**config.mk**
```make
export PLATFORM = sky130hd
export DESIGN_NAME = bpsk_rx
export DESIGN_NICKNAME = d
export VERILOG_FILES = /design/src/rtl/bpsk_pkg.sv /design/src/rtl/bpsk_int_dump.sv /design/src/rtl/bpsk_rx.sv
export SDC_FILE = /design/constraint.sdc
export NUM_CORES = 1
export LEC_CHECK = 0
export ABC_AREA = 1
export ABC_CLOCK_PERIOD_IN_PS = 5810
export CORE_AREA = 5 5 186 188
export CTS_CLUSTER_SIZE = 20
export DETAILED_ROUTE_END_ITERATION = 16
export DIE_AREA = 0 0 191 193
export GPL_ROUTABILITY_DRIVEN = 0
export GPL_TIMING_DRIVEN = 0
export PLACE_DENSITY = 0.73
export SYNTH_ARGS = -nofsm -noshare
export SYNTH_HDL_FRONTEND = slang
export SYNTH_HIERARCHICAL = 1
export SYNTH_SLANG_ARGS = --single-unit
export TNS_END_PERCENT = 30
```
**constraint.sdc**
```tcl
create_clock -name clk -period 5.81 [get_ports clk]
set_clock_uncertainty 0.2 [all_clocks]
set_input_delay 0.581 -clock clk [delete_from_list [all_inputs] [get_ports clk]]
set_output_delay 0.581 -clock clk [all_outputs]
set_load 0.01 [all_outputs]
```
**src/rtl/bpsk_pkg.sv**
```systemverilog
// Shared types and constants for the BPSK receive path.
package bpsk_pkg;

  // Frame FSM: hunt for the sync word, then stream payload bits.
  typedef enum logic {
    SEARCH = 1'b0,
    DATA   = 1'b1
  } state_t;

  // Default sync word, MSB received first.
  localparam logic [15:0] DEF_PREAMBLE = 16'h1ACF;

  // The integrator must hold SPB full-scale products without wrapping,
  // which removes any need for saturation logic.
  function automatic bit acc_w_ok(input int acc_w, input int sample_w, input int spb);
    return acc_w >= 2 * sample_w + $clog2(spb);
  endfunction

endpackage

```
**src/rtl/bpsk_int_dump.sv**
```systemverilog
// Mixer plus integrate-and-dump: one hard decision per SPB valid samples.
module bpsk_int_dump
  import bpsk_pkg::*;
#(
  parameter int SAMPLE_W = 16,
  parameter int ACC_W    = 40,
  parameter int SPB      = 32
) (
  input  logic                       clk,
  input  logic                       rst,
  input  logic                       sample_valid,
  input  logic signed [SAMPLE_W-1:0] sample_in,
  input  logic signed [SAMPLE_W-1:0] carrier_in,
  output logic                       decision,
  output logic                       dec_valid
);

  localparam int CNT_W  = $clog2(SPB);
  localparam int PROD_W = 2 * SAMPLE_W;

  if (!acc_w_ok(ACC_W, SAMPLE_W, SPB)) begin : g_acc_w_chk
    $error("bpsk_int_dump: ACC_W too small for SAMPLE_W/SPB");
  end

  logic signed [PROD_W-1:0] prod;
  logic                     prod_valid;
  logic signed [ACC_W-1:0]  acc;
  logic signed [ACC_W-1:0]  sum;
  logic [CNT_W-1:0]         cnt;

  // Mixer stage: register the signed product of sample and reference.
  always_ff @(posedge clk) begin
    if (!rst) begin
      prod       <= '0;
      prod_valid <= 1'b0;
    end else begin
      prod_valid <= sample_valid;
      if (sample_valid)
        prod <= PROD_W'(sample_in) * PROD_W'(carrier_in);
    end
  end

  // Running sum including the product currently presented.
  assign sum = acc + ACC_W'(prod);

  // Integrate; on the last sample of a symbol dump and decide on the sign.
  always_ff @(posedge clk) begin
    if (!rst) begin
      acc       <= '0;
      cnt       <= '0;
      decision  <= 1'b0;
      dec_valid <= 1'b0;
    end else begin
      dec_valid <= 1'b0;
      if (prod_valid) begin
        if (cnt == CNT_W'(SPB - 1)) begin
          decision  <= ~sum[ACC_W-1];   // zero sum decides 1
          dec_valid <= 1'b1;
          acc       <= '0;
          cnt       <= '0;
        end else begin
          acc <= sum;
          cnt <= cnt + CNT_W'(1);
        end
      end
    end
  end

endmodule

```
**src/rtl/bpsk_rx.sv**
```systemverilog
// Coherent BPSK receiver: symbol decisions, sync-word search with 180 degree
// ambiguity resolution, and fixed-length payload framing.
module bpsk_rx
  import bpsk_pkg::*;
#(
  parameter int                    SAMPLE_W   = 16,
  parameter int                    ACC_W      = 40,
  parameter int                    SPB        = 32,
  parameter int                    PREAMBLE_W = 16,
  parameter logic [PREAMBLE_W-1:0] PREAMBLE   = DEF_PREAMBLE,
  parameter int                    FRAME_BITS = 64
) (
  input  logic                       clk,
  input  logic                       rst,
  input  logic                       sample_valid,
  input  logic signed [SAMPLE_W-1:0] sample_in,
  input  logic signed [SAMPLE_W-1:0] carrier_in,
  output logic                       bit_out,
  output logic                       bit_valid,
  output logic                       locked,
  output logic                       inverted,
  output logic                       frame_done
);

  localparam int BC_W = $clog2(FRAME_BITS + 1);

  logic decision;
  logic dec_valid;

  bpsk_int_dump #(
    .SAMPLE_W (SAMPLE_W),
    .ACC_W    (ACC_W),
    .SPB      (SPB)
  ) u_int_dump (
    .clk          (clk),
    .rst          (rst),
    .sample_valid (sample_valid),
    .sample_in    (sample_in),
    .carrier_in   (carrier_in),
    .decision     (decision),
    .dec_valid    (dec_valid)
  );

  state_t                state, state_nx;
  logic [PREAMBLE_W-1:0] shreg, shreg_nx, shreg_shift;
  logic [BC_W-1:0]       bit_cnt, bit_cnt_nx;
  logic                  locked_nx, inverted_nx, bit_out_nx, bit_valid_nx, frame_done_nx;

  assign shreg_shift = {shreg[PREAMBLE_W-2:0], decision};

  // State and output registers.
  always_ff @(posedge clk) begin
    if (!rst) begin
      state      <= SEARCH;
      shreg      <= '0;
      bit_cnt    <= '0;
      locked     <= 1'b0;
      inverted   <= 1'b0;
      bit_out    <= 1'b0;
      bit_valid  <= 1'b0;
      frame_done <= 1'b0;
    end else begin
      state      <= state_nx;
      shreg      <= shreg_nx;
      bit_cnt    <= bit_cnt_nx;
      locked     <= locked_nx;
      inverted   <= inverted_nx;
      bit_out    <= bit_out_nx;
      bit_valid  <= bit_valid_nx;
      frame_done <= frame_done_nx;
    end
  end

  // Next-state: correlate in SEARCH, stream phase-corrected bits in DATA.
  // The cycle after the last payload bit (frame_done high) releases the
  // lock and clears the correlator; dec_valid cannot coincide with it since
  // each symbol spans at least two samples.
  always_comb begin
    state_nx      = state;
    shreg_nx      = shreg;
    bit_cnt_nx    = bit_cnt;
    locked_nx     = locked;
    inverted_nx   = inverted;
    bit_out_nx    = bit_out;
    bit_valid_nx  = 1'b0;
    frame_done_nx = 1'b0;
    case (state)
      SEARCH: begin
        if (dec_valid) begin
          shreg_nx = shreg_shift;
          if (shreg_shift == PREAMBLE) begin
            inverted_nx = 1'b0;
            locked_nx   = 1'b1;
            bit_cnt_nx  = '0;
            state_nx    = DATA;
          end else if (shreg_shift == ~PREAMBLE) begin
            inverted_nx = 1'b1;
            locked_nx   = 1'b1;
            bit_cnt_nx  = '0;
            state_nx    = DATA;
          end
        end
      end
      DATA: begin
        if (frame_done) begin
          locked_nx = 1'b0;
          shreg_nx  = '0;
          state_nx  = SEARCH;
        end else if (dec_valid) begin
          bit_out_nx   = decision ^ inverted;
          bit_valid_nx = 1'b1;
          bit_cnt_nx   = bit_cnt + BC_W'(1);
          if (bit_cnt == BC_W'(FRAME_BITS - 1))
            frame_done_nx = 1'b1;
        end
      end
      default: state_nx = SEARCH;
    endcase
  end

endmodule

```
* Word-level counts from Yosys, hierarchy flattened
Cells that the tools add are included.
** Word-level totals
- Register bits :: 108
- Input port bits :: 35
- Output and inout port bits :: 5
- Word-level logic and storage cells :: 68
** Operators by class
- $add $sub $neg :: 3
- Multiply operators :: 1
- Equality and inequality tests :: 9
- Muxes and demuxes :: 25
- Bitwise gates (word level) :: 6
- Reductions and logical operators :: 10
** Operators with widths (number)
- $add 40x32->40 :: 1
- $mux 40 :: 1
- $mux 7 :: 5
- $mul 16x16->32 :: 1
- $mux 15 :: 2
- $pmux 15 s2 :: 1
- $eq 16x13->1 const B :: 1
- $eq 16x16->1 const B :: 1
- $pmux 7 s2 :: 1
- $mux 1 :: 12
- $reduce_and 3->1 :: 3
- $add 7x1->7 const B :: 1
- $eq 7x6->1 const B :: 1
- $reduce_and 2->1 :: 3
- $add 5x1->5 const B :: 1
- $eq 5x5->1 const B :: 1
- $mux 5 :: 1
- $not 1->1 :: 5
- $ne 2x1->1 const B :: 2
- $ne 2x2->1 const B :: 2
- $pmux 1 s2 :: 2
- $reduce_and 4->1 :: 1
- $reduce_or 4->1 :: 1
- $ne 3x3->1 const B :: 1
- other kinds (3) :: 3

* Logic depth before layout (Yosys ltp)
- Depth in word-level cells :: 5
- Mapped depth :: 28
- Depth with buffers taken out :: 27

* Modules after synthesis
Netlist, hierarchy kept.
** By module, submodules not included
- bpsk_int_dump :: instances 1, cells an instance 2477, area an instance 16754.8 um2, seq. area each 1601.5 um2
- bpsk_rx :: instances 1, cells an instance 187, area an instance 1355.0 um2, seq. area each 560.5 um2

* Worst setup path before layout
Ideal clock, no wire load.
- Path kind :: input -> register
- Start :: input port carrier_in[3]
- End :: register u_int_dump.prod[31]
- Library setup time :: 0.109 ns
- Arrival :: 5.782 ns
- Data required time :: 5.501 ns
- Path slack :: -0.281 ns
- Cell stages on the path :: 27
- Buffers on the path :: 2
- Path through :: clkbuf_1 -> clkbuf_1 -> nand2_1 -> inv_1 -> fa_1 -> fa_1 -> inv_1 -> fa_1 -> fa_1 -> inv_1 -> fa_1 -> inv_1 -> fa_1 -> inv_1 -> ha_1 -> nand2_1 -> nor2_1 -> inv_1 -> nor2_1 -> and3_1 -> nand2_1 -> nand3_1 -> inv_1 -> nand2_1 -> nand3_1 -> nand2_1 -> inv_1
** Between the ends
- Cells in the longest elaborated chain, start to end :: 1
** RTL lines
- start, declared :: line bpsk_rx.sv:17 : input logic signed [SAMPLE_W-1:0] carrier_in,
- $mul 16x16->32 :: line bpsk_int_dump.sv:39 : prod <= PROD_W'(sample_in) * PROD_W'(carrier_in);
- end signal, assigned :: line bpsk_int_dump.sv:39
- end, declared :: line bpsk_int_dump.sv:25 : logic signed [PROD_W-1:0] prod;
Every way passes these cells.
A chain may end at the register's enable or synchronous reset.

* Final worst setup path
- Start :: input port sample_in[15]
- End :: register u_int_dump.prod[31]
** Between the ends
- Cells in the longest elaborated chain, start to end :: 1
** RTL lines
- start, declared :: line bpsk_rx.sv:16 : input logic signed [SAMPLE_W-1:0] sample_in,
- $mul 16x16->32 :: line bpsk_int_dump.sv:39
Every way passes these cells.

==> metrics.cfg <==
[worst_setup_path]
cp_top_family = adder cells
crit_fanout = 8
cp_slowest_cell = fa_2
cpPeakStageDelay_ns = 0.64
path_buf_inv = 8
critPathMostFrequentCell = inv_2
worst_setup_path_start_kind = input pin
end_kind = flop
cp_data_arrival_time_ns = 5.78
required_ns = 5.86
crit_type = in2reg
path_cells = buf_8 > buf_8 > nand2_4 > inv_2 > fa_2 > fa_2 > buf_12 > fa_2 > inv_2 > fa_1 > fa_1 > fa_1 > inv_2 > ha_4 > nand4_1 > nor2_4 > and3_1 > nand2_1 > nand3_2 > inv_2 > nand2_2 > nand3_2 > nand2_1 > inv_1

[global_routing]
overflow = 0
grt_usage_pct = 27.0
grt_pass1_vias = 16500
grt_max_degree = 23
antenna_found_initial = 0
grt_first_pass_wirelength_um = 80600

[routing]
drt_iter0_drc = 1539
viasPerCell = 5.25
drt_first_pass_iters = 6
vias = 16600
drc = 0
wirelength_um = 49100
routedWlPerCell_um = 15.5
drtAntennaViolNets = 0

[die]
core_area_mm2 = 0.0329
die_w_um = 191
num_rows = 67
die_y_um = 193
die_area_mm2 = 0.0369
ios = 40
start_util_pct = 55.0

[yosys]
ys_types = 43
ys.warnings.count = 6
synth-edff-count = 0
synth.top_cells.by_area = fa_1 (29%), nand2_1 (16%), inv_1 (14%), dfxtp_1 (12%), ha_1 (8.6%)
synth_top_area_share_pct = 29.1
ys_async_sr_fraction_pct = 0
syn_avg_cell_area_um2 = 6.80
synth_fp_nets = 3086
ys.flop_type = dfxtp_1
syn_area_mm2 = 0.0181
synth_area_leader_cell = fa_1
netlist_instances = 2664
ys_seq_elements = 108
ys_seq_area_share_pct = 11.9

[sta]
maxSlewViolCount = 0
finalSetupTns_ns = 0
setup_viol = 0
hold_violations = 0
slew_headroom_pct = 59.4
tightest_slew_ns = 0.609
clock.fmax_mhz = 175
finalCritPeriodShare_pct = 98.5
fin_crit_ns = 5.72
rsz0062_at_grt = true

[cts]
cts_buffer_depth = 2
cts_num_sinks = 108
numCtsBuffers = 9
ctsRootBufferMaster = clkbuf_16
h-tree-depth = 3
cts_tree = done
clk_pin_slew_ns = 0.09
hold_buffers = 0
clk_latency_ns = 0.35

[final_layout]
n_antenna_cell = 0
most-common-layout-cells = nand2_1 (738), inv_1 (668), fa_1 (254)
final_common_cell = nand2_1
layout-drive-gt1-share_pct = 10.2
nFillCells = 3026
nets = 3132
syn_to_final_growth_pct = 11.6

[place]
numPortBuffers = 14
hpwl_um = 40400

[run]
cap_viol_max_count = 0

[min_path]
min_path_type = reg2reg

[status]
status = complete, no violations

-- sequential cells by signal, summed over array words and instances, names as in the netlist, 5 cells and up --
register	count
bit_cnt	7
shreg	15
u_int_dump/acc	40
u_int_dump/cnt	5
u_int_dump/prod	32
-- per-layer routing --
metal  wire length, um  track usage (%)  up-vias
met2             22800             45.3      673
met5                 0                0        -
met1             20600             37.4     7925
met3              4660             4.29       93
li1                  -                -     7924
met4              1080             5.99        0
-- path summary, 6_finish.rpt --
kind | from | endpoint | slack [ns] | cells after the start
worst max-delay path | sample_in[15] | u_int_dump/prod[31] | 0.09 | 24
worst min-delay path | u_int_dump/acc[28] | u_int_dump/acc[28] | 0.27 | 2
worst max register to register | u_int_dump/prod[0] | u_int_dump/acc[28] | 3.04 | 15
worst min register to register | u_int_dump/acc[28] | u_int_dump/acc[28] | 0.27 | 2
-- metrics by stage --
stage / setup WS [ns] / hold WS, ns / cell area [um2] / std cells / utilization, %
after floorplan: -0.00615 / 0.234 / 18100 / 2664 / -
after global placement: -1.28 / 0.250 / 18800 / 3126 / 57.2
after detailed placement: -1.36 / 0.257 / 18800 / 3126 / 57.2
after CTS: 0.000504 / 0.267 / 19500 / 3151 / 59.3
after global routing: -0.118 / 0.292 / 20200 / 3163 / 61.3
final: 0.0860 / 0.273 / 20200 / 3163 / 61.3
-- cells in the mapped netlist, types with 4 or more instances --
master and instances:
inv_2 5, nor2_2 13, nor2_1 184, a21oi_2 5, nand2_1 757, or2_2 13, nand3b_1 13, o21ai_0 61
nand3_1 94, nand2_2 19, clkbuf_1 74, nand4_1 34, o211ai_1 4, buf_2 5, dfxtp_1 108, inv_1 681
xnor2_1 5, ha_1 124, xor2_1 18, fa_1 263, a21oi_1 128, nor3_1 16, o21bai_1 7
-- repair_timing --
item / 4_1_cts / 5_1_grt
setup endpoints to repair: 24 / 20
gates resized for setup: 151 / 209
cloned: 1 / 1
hold endpoints to repair: 0 / 0
pin swaps: 10 / 50
setup buffers: 8 / 11
-- layout make-up --
class | count | area, um2 | area share (%)
well taps | 448 | 561 | 2.77
flip-flops and latches | 108 | 2160 | 10.7
clock inverters | 7 | 91.3 | 0.452
multi-input cells | 1786 | 13600 | 67.1
clock buffers | 9 | 225 | 1.11
inverters | 687 | 2580 | 12.8
plain buffers | 83 | 699 | 3.46
repair buffers | 35 | 324 | 1.60
-- logic make-up after synthesis --
group	share of synthesized area, %
compound gates	6.38
buf+inv	16.1
xor+xnor	1.11
flops	11.9
fa+ha+maj	37.6
simple gates	26.9
-- worst min-delay path, stage by stage (launching register included) --
cell and delay (ns):
dfxtp_1 0.32, nand2_1 0.06, a21oi_1 0.05
Power is left out: the tool's default activity adds up to more than one toggle a clock period on the data nets, which glitch-free logic cannot reach.
